### src/rtl/ahblite_master_arbiter.sv
// Two-master AHB-Lite arbiter: each master has a one-deep request holding stage, one shared
// master port, and data-phase responses routed back to the master that owns the data phase.
module ahblite_master_arbiter #(
  parameter int ARB_MODE = 0,
  parameter int AW       = 32
) (
  input  logic          HCLK,
  input  logic          HRESET,
  input  logic [AW-1:0] HADDR_M0,
  input  logic [1:0]    HTRANS_M0,
  input  logic          HWRITE_M0,
  input  logic [2:0]    HSIZE_M0,
  input  logic [3:0]    HPROT_M0,
  input  logic [31:0]   HWDATA_M0,
  output logic          HREADY_M0,
  output logic          HRESP_M0,
  output logic [31:0]   HRDATA_M0,
  input  logic [AW-1:0] HADDR_M1,
  input  logic [1:0]    HTRANS_M1,
  input  logic          HWRITE_M1,
  input  logic [2:0]    HSIZE_M1,
  input  logic [3:0]    HPROT_M1,
  input  logic [31:0]   HWDATA_M1,
  output logic          HREADY_M1,
  output logic          HRESP_M1,
  output logic [31:0]   HRDATA_M1,
  output logic [AW-1:0] HADDR,
  output logic [1:0]    HTRANS,
  output logic          HWRITE,
  output logic [2:0]    HSIZE,
  output logic [3:0]    HPROT,
  output logic [2:0]    HBURST,
  output logic [31:0]   HWDATA,
  input  logic          HREADY,
  input  logic          HRESP,
  input  logic [31:0]   HRDATA,
  output logic          HMASTER
);

  localparam logic [1:0] TR_IDLE   = 2'b00;
  localparam logic [1:0] TR_NONSEQ = 2'b10;

  typedef struct packed {
    logic [AW-1:0] addr;
    logic          write;
    logic [2:0]    size;
    logic [3:0]    prot;
  } req_t;

  req_t        m_req [2];
  logic        m_active [2];
  logic [31:0] m_wdata [2];
  logic [1:0]  m_hready;
  logic [1:0]  m_hresp;

  // Only HTRANS[1] matters: SEQ is treated as NONSEQ, BUSY as IDLE.
  logic unused_trans_lsb;
  assign unused_trans_lsb = HTRANS_M0[0] ^ HTRANS_M1[0];

  assign m_req[0]    = '{addr: HADDR_M0, write: HWRITE_M0, size: HSIZE_M0, prot: HPROT_M0};
  assign m_req[1]    = '{addr: HADDR_M1, write: HWRITE_M1, size: HSIZE_M1, prot: HPROT_M1};
  assign m_active[0] = HTRANS_M0[1];
  assign m_active[1] = HTRANS_M1[1];
  assign m_wdata[0]  = HWDATA_M0;
  assign m_wdata[1]  = HWDATA_M1;

  logic [1:0] pend_q, pend_d;
  req_t       req_q [2];
  req_t       req_d [2];
  logic       dph_valid_q, dph_valid_d;
  logic       dph_master_q, dph_master_d;
  logic       gnt_hold_q, gnt_hold_d;
  logic       gnt_last_q, gnt_last_d;
  logic       rr_ptr_q, rr_ptr_d;

  logic gnt_valid, gnt_idx, accept;

  // A held grant keeps the address phase frozen while the slave stretches the bus.
  always_comb begin
    gnt_valid = 1'b0;
    gnt_idx   = 1'b0;
    if (gnt_hold_q) begin
      gnt_valid = 1'b1;
      gnt_idx   = gnt_last_q;
    end else if (pend_q[0] && pend_q[1]) begin
      gnt_valid = 1'b1;
      gnt_idx   = (ARB_MODE != 0) ? rr_ptr_q : 1'b0;
    end else if (pend_q[0]) begin
      gnt_valid = 1'b1;
      gnt_idx   = 1'b0;
    end else if (pend_q[1]) begin
      gnt_valid = 1'b1;
      gnt_idx   = 1'b1;
    end
  end

  assign accept = HREADY && gnt_valid;

  always_comb begin
    HTRANS = TR_IDLE;
    HADDR  = '0;
    HWRITE = 1'b0;
    HSIZE  = 3'b000;
    HPROT  = 4'b0000;
    if (gnt_valid) begin
      HTRANS = TR_NONSEQ;
      HADDR  = req_q[gnt_idx].addr;
      HWRITE = req_q[gnt_idx].write;
      HSIZE  = req_q[gnt_idx].size;
      HPROT  = req_q[gnt_idx].prot;
    end
  end

  assign HBURST  = 3'b000;
  assign HMASTER = dph_master_q;
  assign HWDATA  = m_wdata[dph_master_q];

  assign HREADY_M0 = m_hready[0];
  assign HREADY_M1 = m_hready[1];
  assign HRESP_M0  = m_hresp[0];
  assign HRESP_M1  = m_hresp[1];
  assign HRDATA_M0 = HRDATA;
  assign HRDATA_M1 = HRDATA;

  for (genvar gi = 0; gi < 2; gi++) begin : g_master
    logic owner, capture, clear;

    assign owner   = dph_valid_q && (dph_master_q == 1'(gi));
    assign capture = m_hready[gi] && m_active[gi];
    assign clear   = accept && (gnt_idx == 1'(gi));

    // A pending master is stalled, so capture and clear never hit the same cycle.
    assign m_hready[gi] = pend_q[gi] ? 1'b0 : (owner ? HREADY : 1'b1);
    assign m_hresp[gi]  = owner ? HRESP : 1'b0;
    assign pend_d[gi]   = capture || (pend_q[gi] && !clear);
    assign req_d[gi]    = capture ? m_req[gi] : req_q[gi];

    always_ff @(posedge HCLK) begin
      if (HRESET) begin
        req_q[gi] <= '0;
      end else begin
        req_q[gi] <= req_d[gi];
      end
    end
  end

  always_comb begin
    dph_valid_d  = dph_valid_q;
    dph_master_d = dph_master_q;
    rr_ptr_d     = rr_ptr_q;
    gnt_hold_d   = (HTRANS == TR_NONSEQ) && !HREADY;
    gnt_last_d   = gnt_idx;
    if (HREADY) begin
      if (gnt_valid) begin
        dph_valid_d  = 1'b1;
        dph_master_d = gnt_idx;
        rr_ptr_d     = ~gnt_idx;
      end else begin
        dph_valid_d  = 1'b0;
      end
    end
  end

  always_ff @(posedge HCLK) begin
    if (HRESET) begin
      pend_q       <= 2'b00;
      dph_valid_q  <= 1'b0;
      dph_master_q <= 1'b0;
      gnt_hold_q   <= 1'b0;
      gnt_last_q   <= 1'b0;
      rr_ptr_q     <= 1'b0;
    end else begin
      pend_q       <= pend_d;
      dph_valid_q  <= dph_valid_d;
      dph_master_q <= dph_master_d;
      gnt_hold_q   <= gnt_hold_d;
      gnt_last_q   <= gnt_last_d;
      rr_ptr_q     <= rr_ptr_d;
    end
  end

endmodule

### config.mk
export PLATFORM = sky130hd
export DESIGN_NAME = ahblite_master_arbiter
export DESIGN_NICKNAME = d
export VERILOG_FILES = /design/src/rtl/ahblite_master_arbiter.sv
export SDC_FILE = /design/constraint.sdc
export NUM_CORES = 1
export LEC_CHECK = 0
export BUFFER_PORTS_ARGS = -buffer_cell sky130_fd_sc_hd__buf_2
export CAP_MARGIN = 0
export CORE_AREA = 2 2 127 129
export CTS_CLUSTER_DIAMETER = 200
export DETAILED_ROUTE_END_ITERATION = 8
export DIE_AREA = 0 0 129 131
export GPL_TIMING_DRIVEN = 0
export PLACE_DENSITY = 0.66
export SETUP_SLACK_MARGIN = 0.02
export SLEW_MARGIN = 10
export SYNTH_ARGS = -nofsm -noshare
export SYNTH_HDL_FRONTEND = slang
export SYNTH_SLANG_ARGS = --single-unit
### constraint.sdc
create_clock -name HCLK -period 2.2 [get_ports HCLK]
set_clock_uncertainty 0.1 [all_clocks]
set_input_delay 0.11 -clock HCLK [delete_from_list [all_inputs] [get_ports HCLK]]
set_output_delay 0.11 -clock HCLK [all_outputs]
set_load 0.05 [all_outputs]
# Word-level counts from Yosys, hierarchy flattened
# Memories as Yosys holds them, arrays and structs flattened.
# Cells that the tools add are included.
word_totals:
  ff_bits: 6
  ramBits: 80
  out_inout_bits: 146
  wordCells: 63
  n_memories: 1
op_classes:
  order_cmp: 1
  eq_ne: 3
  n_mux: 29
  n_bitwise: 5
  reduce_logical: 19
mem_list:
  columns: ["name", "depth", "word_bits", "rd", "rd_ports_with_merged_regs", "write_ports", "line_no", "source"]
  rows:
  - ["req_q", 2, 40, 1, 0, 2, "68", "req_t req_q [2];"]
op_table:
  columns: ["cell", "n"]
  rows:
  - ["$mux 40", 4]
  - ["$mux 32", 4]
  - ["$mux 1", 18]
  - ["$logic_and 1x1->1", 11]
  - ["$reduce_and 2->1", 3]
  - ["$mux 4", 1]
  - ["$logic_not 1->1", 3]
  - ["$mux 3", 1]
  - ["$eq 2x2->1 const B", 1]
  - ["$ge 2x2->1 const B", 1]
  - ["$logic_or 1x1->1", 2]
  - ["$mux 2", 1]
  - ["$ne 1x1->1 const B", 2]
  - ["$not 1->1", 2]
  - ["$not 1->2", 1]
  - ["$or 1x1->1", 2]

# Longest topological paths before layout
# Gate-level depths: netlist (run 1).
logic_depth:
  ltp_word: 9
  depth_mapped: 5

# Least setup slack after synthesis (run 1)
# No wires, ideal clock.
synth_path:
  path_kind: "register to register"
  startpoint: "reg dph_master_q, in the netlist HMASTER"
  endpoint: "mem req_q[0][0] in the netlist's numbering (enable)"
  setup_time_ps: 396
  arrival_time_ps: 2641
  required_time_ps: 1704
  slack_ps: -937
  path_stages_with_launch: 5
  n_path_buf: 1
  period_less_slack_ps: 3137
  path_cell_list: "dfxtp_1 buf_6 nor3b_1 nor2_1 a21o_1"
synth_lines:
  columns: ["item", "line_no", "source"]
  rows:
  - ["start: declaration", "71", "logic dph_master_q, dph_master_d;"]
  - ["start signal: assignment", "175", "dph_master_q <= dph_master_d;"]
  - ["end: declaration", "68", null]

# Worst setup path in the final report (run 1)
layout_path:
  startpoint: "reg pend_q[1]"
  endpoint: "out HADDR[24]"
layout_between:
  elab_chain_len: 6
layout_lines:
  columns: ["item", "line_no", "source"]
  rows:
  - ["start: declaration", "67", "logic [1:0] pend_q, pend_d;"]
  - ["start signal: assignment", "173", "pend_q <= pend_d;"]
  - ["$mux 1", "91", "end else if (pend_q[1]) begin"]
  - ["$mux 1", "88", "end else if (pend_q[0]) begin"]
  - ["$mux 1", "85", "end else if (pend_q[0] && pend_q[1]) begin"]
  - ["$mux 1", "82", "if (gnt_hold_q) begin"]
  - ["$mem_v2 2x40", null, null]
  - ["$mux 32 (*)", "105", "if (gnt_valid) begin"]
  - ["end: declaration", "27", "output logic [AW-1:0] HADDR,"]
# Mark *: on every way between the ends. The rest lies on a longest branch, timed or not.

==> results of run 1 <==
per-layer routing:
layer	track usage (%)	vias to the layer above	share of wire (%)
met3	4.397	13	6.6
met2	34.58	204	50
met1	23.46	2289	42
met5	0	-	0
li1	-	2366	-
met4	4.604	0	0.77
registers in the layout, summed over array words and instances, names as in the netlist:
name and cells:
gnt_last_q 1, HMASTER 1, gnt_hold_q 1, pend_q 2, dph_valid_q 1, req_q 80
area by class of cell:
cell class                 count  area, sq um  area share [%]
inverter                       3        11.26          0.1384
timing repair buffer         371         2280           28.01
multi-input combinational    263         2051           25.20
tap                          216        270.3           3.321
sequential                    86         2525           31.03
clock inverter                 4        45.04          0.5535
buffer                       103        699.4           8.595
clock buffer                  12        256.5           3.152
cell families after synthesis:
kind of cell | Yosys count
AOI/OAI and AO/OA | 91
buffers and inverters | 108
DFF | 86
muxes | 72
other | 1
and+or+nand+nor | 96
worst paths after layout:
kind	startpoint	endpoint	slack [ps]	depth (start not counted)
setup / recovery	pend_q[1]	HADDR[24]	130	5
hold / removal	HRESET	dph_valid_q	120	2
setup reg to reg	HMASTER	req_q[0][14]	250	5
hold reg to reg	pend_q[1]	gnt_last_q	440	2
power by group through the flow:
stage | Combinational [mW] | Clock, mW | Sequential, mW
floorplan | 1.48 | 0 | 2.05
global placement | 1.98 | 0 | 2.06
detailed placement | 1.99 | 0 | 2.07
CTS | 2.11 | 1.57 | 2.04
global route | 2.23 | 1.63 | 2.07
finish | 2.11 | 1.53 | 2.05
layout by cell type (no fill, tap or decap), drive strengths merged:
cell type / instances
a2111oi: 1
a21o: 2
a21oi: 44
a221oi: 40
a311oi: 1
a31o: 2
and2: 81
and3: 1
buf: 360
bufinv: 1
clkbuf: 45
clkinv: 3
conb: 4
dfxtp: 6
dlygate4sd3: 81
edfxtp: 80
inv: 3
mux2: 32
mux2i: 40
nand2: 4
nor2: 4
nor2b: 2
nor3b: 2
nor4b: 1
o21ai: 1
or3: 1
what timing repair did:
action                                 in CTS  in global routing
setup endpoints to repair                  50                 43
hold buffers                               81                  0
endpoints found under the hold margin      82                  0
gates resized for setup                    21                 18
setup buffers                               0                  0
==> results.md, run 1 <==
* Result of the run: finished clean
* Register bit total from synthesis at 86
* Dominant combinational cell family by area after synthesis: multiplexers
* # port buffers at 290
* EDFF count, synth at 80
* Non-Filler Instances at 1058
* Largest net degree at the start of global routing at 41
* TritonCTS clock tree: done
* XOR/XNOR Fraction of Synth Area at 0%
* Clock latency of the later-clocked register in the worst-skew pair at 340 ps
* Number of max-cap violations at 0
* Area of placed instances at 6968 sq um
* Cell taking the most area after synthesis: sky130_fd_sc_hd__edfxtp_1
* Overall Power at 5.685 mW
* Overall die height at 131 um
* Number of filler instances in the final layout at 1421
* Top Ports at 330
* Number of sinks on the clock net at 86
* Tightest slew margin relative to the limit at 60.69%
* Remaining antenna violation count after routing at 0
* Clock period minus worst slack at 2069 ps
* Remaining design rule violation count at 0
* Highest attainable clock frequency at 483.4 MHz
* Mean instance size in the synthesized netlist at 11.47 sq um
* Global placement routability congestion at 0.8055
* Root buffer selected by CTS: sky130_fd_sc_hd__clkbuf_16
* Compound-Gate Fraction of Synth Area at 12.37%
* Switching share of power at 36.61%
* Count of mapped cells out of synthesis at 454
* Number of iterations in the first detailed-routing pass at 5
* Power Density at 698.6 nW/um^2
* Hold_ws at 115.0 ps
* Number of levels in the clock H-tree at 3
* Total wirelength of the detailed-routed design at 16920 um
* Share of synthesized area occupied by flip-flops and latches at 48.43%
* Tcrit/Tclk final at 94.04%
* Number of global-route vias before repair at 4728
* Fraction of registers with async set or reset after synthesis at 0%
* Tightest Pin Transition at 589.6 ps
* Final setup vio count at 0
* Kind of launch point of the worst setup path: flop
* Worst ir drop on vdd at 0.0004603 V
* Initial core utilization at 33.39%
* Number of antenna violations at the first check in global routing at 0
* Worst path cell trace: nor2b_4 -> clkbuf_4 -> a221oi_1 -> a21oi_1 -> buf_2
* Ranking of synthesized cells by instance count: sky130_fd_sc_hd__and2_1, sky130_fd_sc_hd__edfxtp_1, sky130_fd_sc_hd__buf_4
* Wire length of the first global-routing pass at 24680 um
* Post-Route Setup TNS at 0 ps
* Largest delay share family, worst path: buffers and inverters
* Post-layout nets at 1021
* Most common cell in the netlist: sky130_fd_sc_hd__and2_1
* Number of diodes added for antenna fixing at 0
* Crit path setup slack, layout at 131.2 ps
* Count of yosys warnings during synthesis at 0
* Combined area of all synthesized cells at 5209 sq um
* Final global-route overflow total at 0
* Simple-gate area share of the yosys netlist at 11.36%
* Estimated wirelength of the detail-placed design at 11860 um
* Dpl ws at -218.8 ps
* Arrival @ worst endpoint at 1860 ps
* Crit end category: output pin
* Gate power share at 37.1%
* Total count of max-transition violations in the final report at 0
* Routed length per placed instance at 15.99 um
* Via total after detailed routing at 4872
* Post-synth top flop: sky130_fd_sc_hd__edfxtp_1
* Number of endpoints with negative hold slack in the final report at 0
* Buffers plus inverters on the worst setup path at 2
* Floorplan die area at 16900 sq um
* Layout overhead on the synthesized area at 56.23%
* Placeable core area at 15600 sq um
* P_int at 3.604 mW
* HP Class: in -> reg
* Fraction of power consumed by sequential logic at 36.1%
* Largest stage delay on the critical path at 410 ps
* Clock buffer depth at 2
* Unrepaired setup endpoints after global routing: no
* Crit-path max FO at 10
* TritonCTS Buffers at 9
* CP max-delay cell: sky130_fd_sc_hd__dfxtp_2
* Leakage at 3.726 nW
* Cells after DPL at 963
* Starting DRT DRC Count at 217
* Chip Width at 129 um
* Setup CP Type: reg -> out
* Most area-consuming cells after synthesis: sky130_fd_sc_hd__edfxtp_1, sky130_fd_sc_hd__buf_4, sky130_fd_sc_hd__and2_1
* Final core utilization at 52.17%
* Clock-pin slew reported for the worst setup and hold paths after clock tree synthesis at 60 ps
* Clk pwr share at 26.9%
* Multiplexer fraction of the synthesized cell area at 14.60%
* Total Routing Usage GR at 19.22%
* Post-synthesis cell type count at 26
* Row count at 46
* Layout cell share with drive strength beyond 1 at 52.97%
* Finished Cell Area at 8138 sq um
* Required time at the worst-slack endpoint at 1990 ps
* Area share of the leading cell type in the synthesized netlist at 46.12%
* Net switching power of the design at 2.081 mW
* Via count normalized by instance count at 4.605
* Synthesized-area fraction occupied by adder cells at 0%
Power figures use the tool's default switching activity.
==> inputs of run 2 (changes only) <==
- BUFFER_PORTS_ARGS: -buffer_cell sky130_fd_sc_hd__buf_2 -> -buffer_cell sky130_fd_sc_hd__buf_4
- SKIP_CTS_REPAIR_TIMING: not set -> 1
==> run 2 against run 1 <==
Effect of this change:
- final cell count barely moved
- via count rose by 0.88%
- worst hold slack improved by 7.6 ps
- worst setup slack got worse by 70 ps
- utilization rose by 4.5 points
- largest power group unchanged
==> results.md, run 2 (synthesized netlist as in run 1, its figures left out) <==
* Row count at 46 (unchanged)
* Total count of max-transition violations in the final report at 0 (unchanged)
* Number of diodes added for antenna fixing at 0 (unchanged)
* Result of the run: finished clean
* TritonCTS clock tree: done
* Power Density at 677.8 nW/um^2 (-3.0%)
* Final global-route overflow total at 0 (unchanged)
* Leakage at 3.946 nW (+5.9%)
* Registers with the most flip-flops: req_q: 80 flops, pend_q: 2 flops
* Overall die height at 131 um (unchanged)
* Clock-pin slew reported for the worst setup and hold paths after clock tree synthesis at 60 ps (about the same)
* Number of filler instances in the final layout at 1346 (-5.3%)
* Tcrit/Tclk final at 97.21% (+3.2 points)
* Number of antenna violations at the first check in global routing at 0 (unchanged)
* Top Ports at 330 (unchanged)
* Number of sinks on the clock net at 86 (unchanged)
* Number of iterations in the first detailed-routing pass at 4 (-1)
* Number of endpoints with negative hold slack in the final report at 0 (unchanged)
* Via total after detailed routing at 4915 (+0.88%)
* Reg with most FFs: req_q
* Chip Width at 129 um (unchanged)
* Worst ir drop on vdd at 0.0003207 V (-30%)
* Clock latency of the later-clocked register in the worst-skew pair at 330 ps (about the same)
* Number of max-cap violations at 0 (unchanged)
* Root buffer selected by CTS: sky130_fd_sc_hd__clkbuf_16
* Post-layout nets at 1022 (+0.098%)
* Worst path cell trace: clkbuf_1 -> buf_2 -> mux2i_1 -> a21oi_1 -> buf_4
* Total Routing Usage GR at 18.66% (-0.57 points)
* # port buffers at 290 (unchanged)
* Remaining design rule violation count at 0 (unchanged)
* Via count normalized by instance count at 4.641 (+0.79%)
* Placeable core area at 15600 sq um (unchanged)
* HP Class: in -> reg
* Clock period minus worst slack at 2139 ps (+69.76 ps)
* Remaining antenna violation count after routing at 0 (unchanged)
* Area of placed instances at 7694 sq um (+10%)
* Setup CP Type: reg -> out
* Layout overhead on the synthesized area at 69.83%
* Arrival @ worst endpoint at 1930 ps (+70 ps)
* TritonCTS Buffers at 9 (unchanged)
* Global placement routability congestion at 0.8294 (+3.0%)
* Number of global-route vias before repair at 4574 (-3.3%)
* Initial core utilization at 33.39% (unchanged)
* Crit end category: output pin
* Floorplan die area at 16900 sq um (unchanged)
* Number of cells on the worst reg-to-reg path at 5 (unchanged)
* Required time at the worst-slack endpoint at 1990 ps (about the same)
* Number of levels in the clock H-tree at 3 (unchanged)
* Total wirelength of the detailed-routed design at 17780 um (+5.1%)
* CP max-delay cell: sky130_fd_sc_hd__buf_2
* Largest stage delay on the critical path at 380 ps (-30 ps)
* Tightest slew margin relative to the limit at 62.14% (+1.4 points)
* Highest attainable clock frequency at 467.6 MHz (-3.3%)
* Kind of launch point of the worst setup path: flop
* Most frequent cells in the layout: sky130_fd_sc_hd__buf_4, sky130_fd_sc_hd__and2_1, sky130_fd_sc_hd__dlygate4sd3_1, sky130_fd_sc_hd__edfxtp_1, sky130_fd_sc_hd__a21oi_1
* Overall Power at 5.996 mW (+5.5%)
* Post-Route Setup TNS at 0 ps (unchanged)
* Min-Delay Path Depth at 2 (unchanged)
* Routed length per placed instance at 16.79 um (+5.0%)
* Estimated wirelength of the detail-placed design at 12860 um (+8.4%)
* Leading cell type in the layout, fill and taps excluded: sky130_fd_sc_hd__buf_4
* Unrepaired setup endpoints after global routing: yes
* Final setup vio count at 0 (unchanged)
* Crit-path max FO at 10 (unchanged)
* Largest net degree at the start of global routing at 41 (unchanged)
* Finished Cell Area at 8846 sq um (+8.7%)
* Layout cell share with drive strength beyond 1 at 52.55% (-0.42 points)
* Number of flip-flops in the largest register at 80 (unchanged)
* Starting DRT DRC Count at 251 (+16%)
* Tightest Pin Transition at 566.7 ps (-22.98 ps)
* Clock buffer depth at 2 (unchanged)
* Wire length of the first global-routing pass at 24310 um (-1.5%)
[run 2: critical path: cells and delay by family (launching register included)]
kind / cells / cell delay (ps)
buffers and inverters: 3 / 910
AOI/OAI and AO/OA: 1 / 250
DFF: 1 / 310
muxes: 1 / 120
[run 2: final timing paths]
| path | from | end | slack [ps] |
|---|---|---|---|
| min reg2reg | pend_q[1] | gnt_last_q | 440 |
| max | gnt_last_q | HADDR[29] | 60 |
| max reg2reg | HMASTER | req_q[0][14] | 200 |
| min | HRESET | dph_valid_q | 120 |
[run 2: per-stage QoR]
stage	cells	setup WS, ps	util (%)	hold WS, ps
2_1_floorplan	457	23.57	-	86.15
3_3_place_gp	963	-111.0	49.33	245.3
3_5_place_dp	963	-97.07	49.33	249.3
4_1_cts	979	-481.2	51.34	-101.4
5_1_grt	1059	-4.851	56.71	153.9
6_report	1059	61.39	56.71	122.6
[run 2: final cells by class]
type                            instances  area [sq um]  share of cell area [%]
Clock inverter                          7         88.84                   1.004
Buffer                                104         691.9                   7.822
Sequential cell                        86          2525                   28.54
Inverter                                3         11.26                  0.1273
Clock buffer                            9         225.2                   2.546
Timing Repair Buffer                  371          2988                   33.78
Tap cell                              216         270.3                   3.055
Multi-Input combinational cell        263          2046                   23.13
[run 2: routing by layer]
metal / track usage, % / share of wire (%)
met1: 22.71 / 39
met2: 33.61 / 53
met3: 4.601 / 7.0
met4: 3.964 / 0.85
met5: 0 / 0
[run 2: power breakdown]
| group | leakage (nW) | switching (mW) | internal [mW] | total (mW) |
|---|---|---|---|---|
| registers | 0.916 | 0.0853 | 1.96 | 2.05 |
| logic | 2.88 | 1.43 | 0.906 | 2.34 |
| clock network | 0.150 | 0.628 | 0.987 | 1.61 |
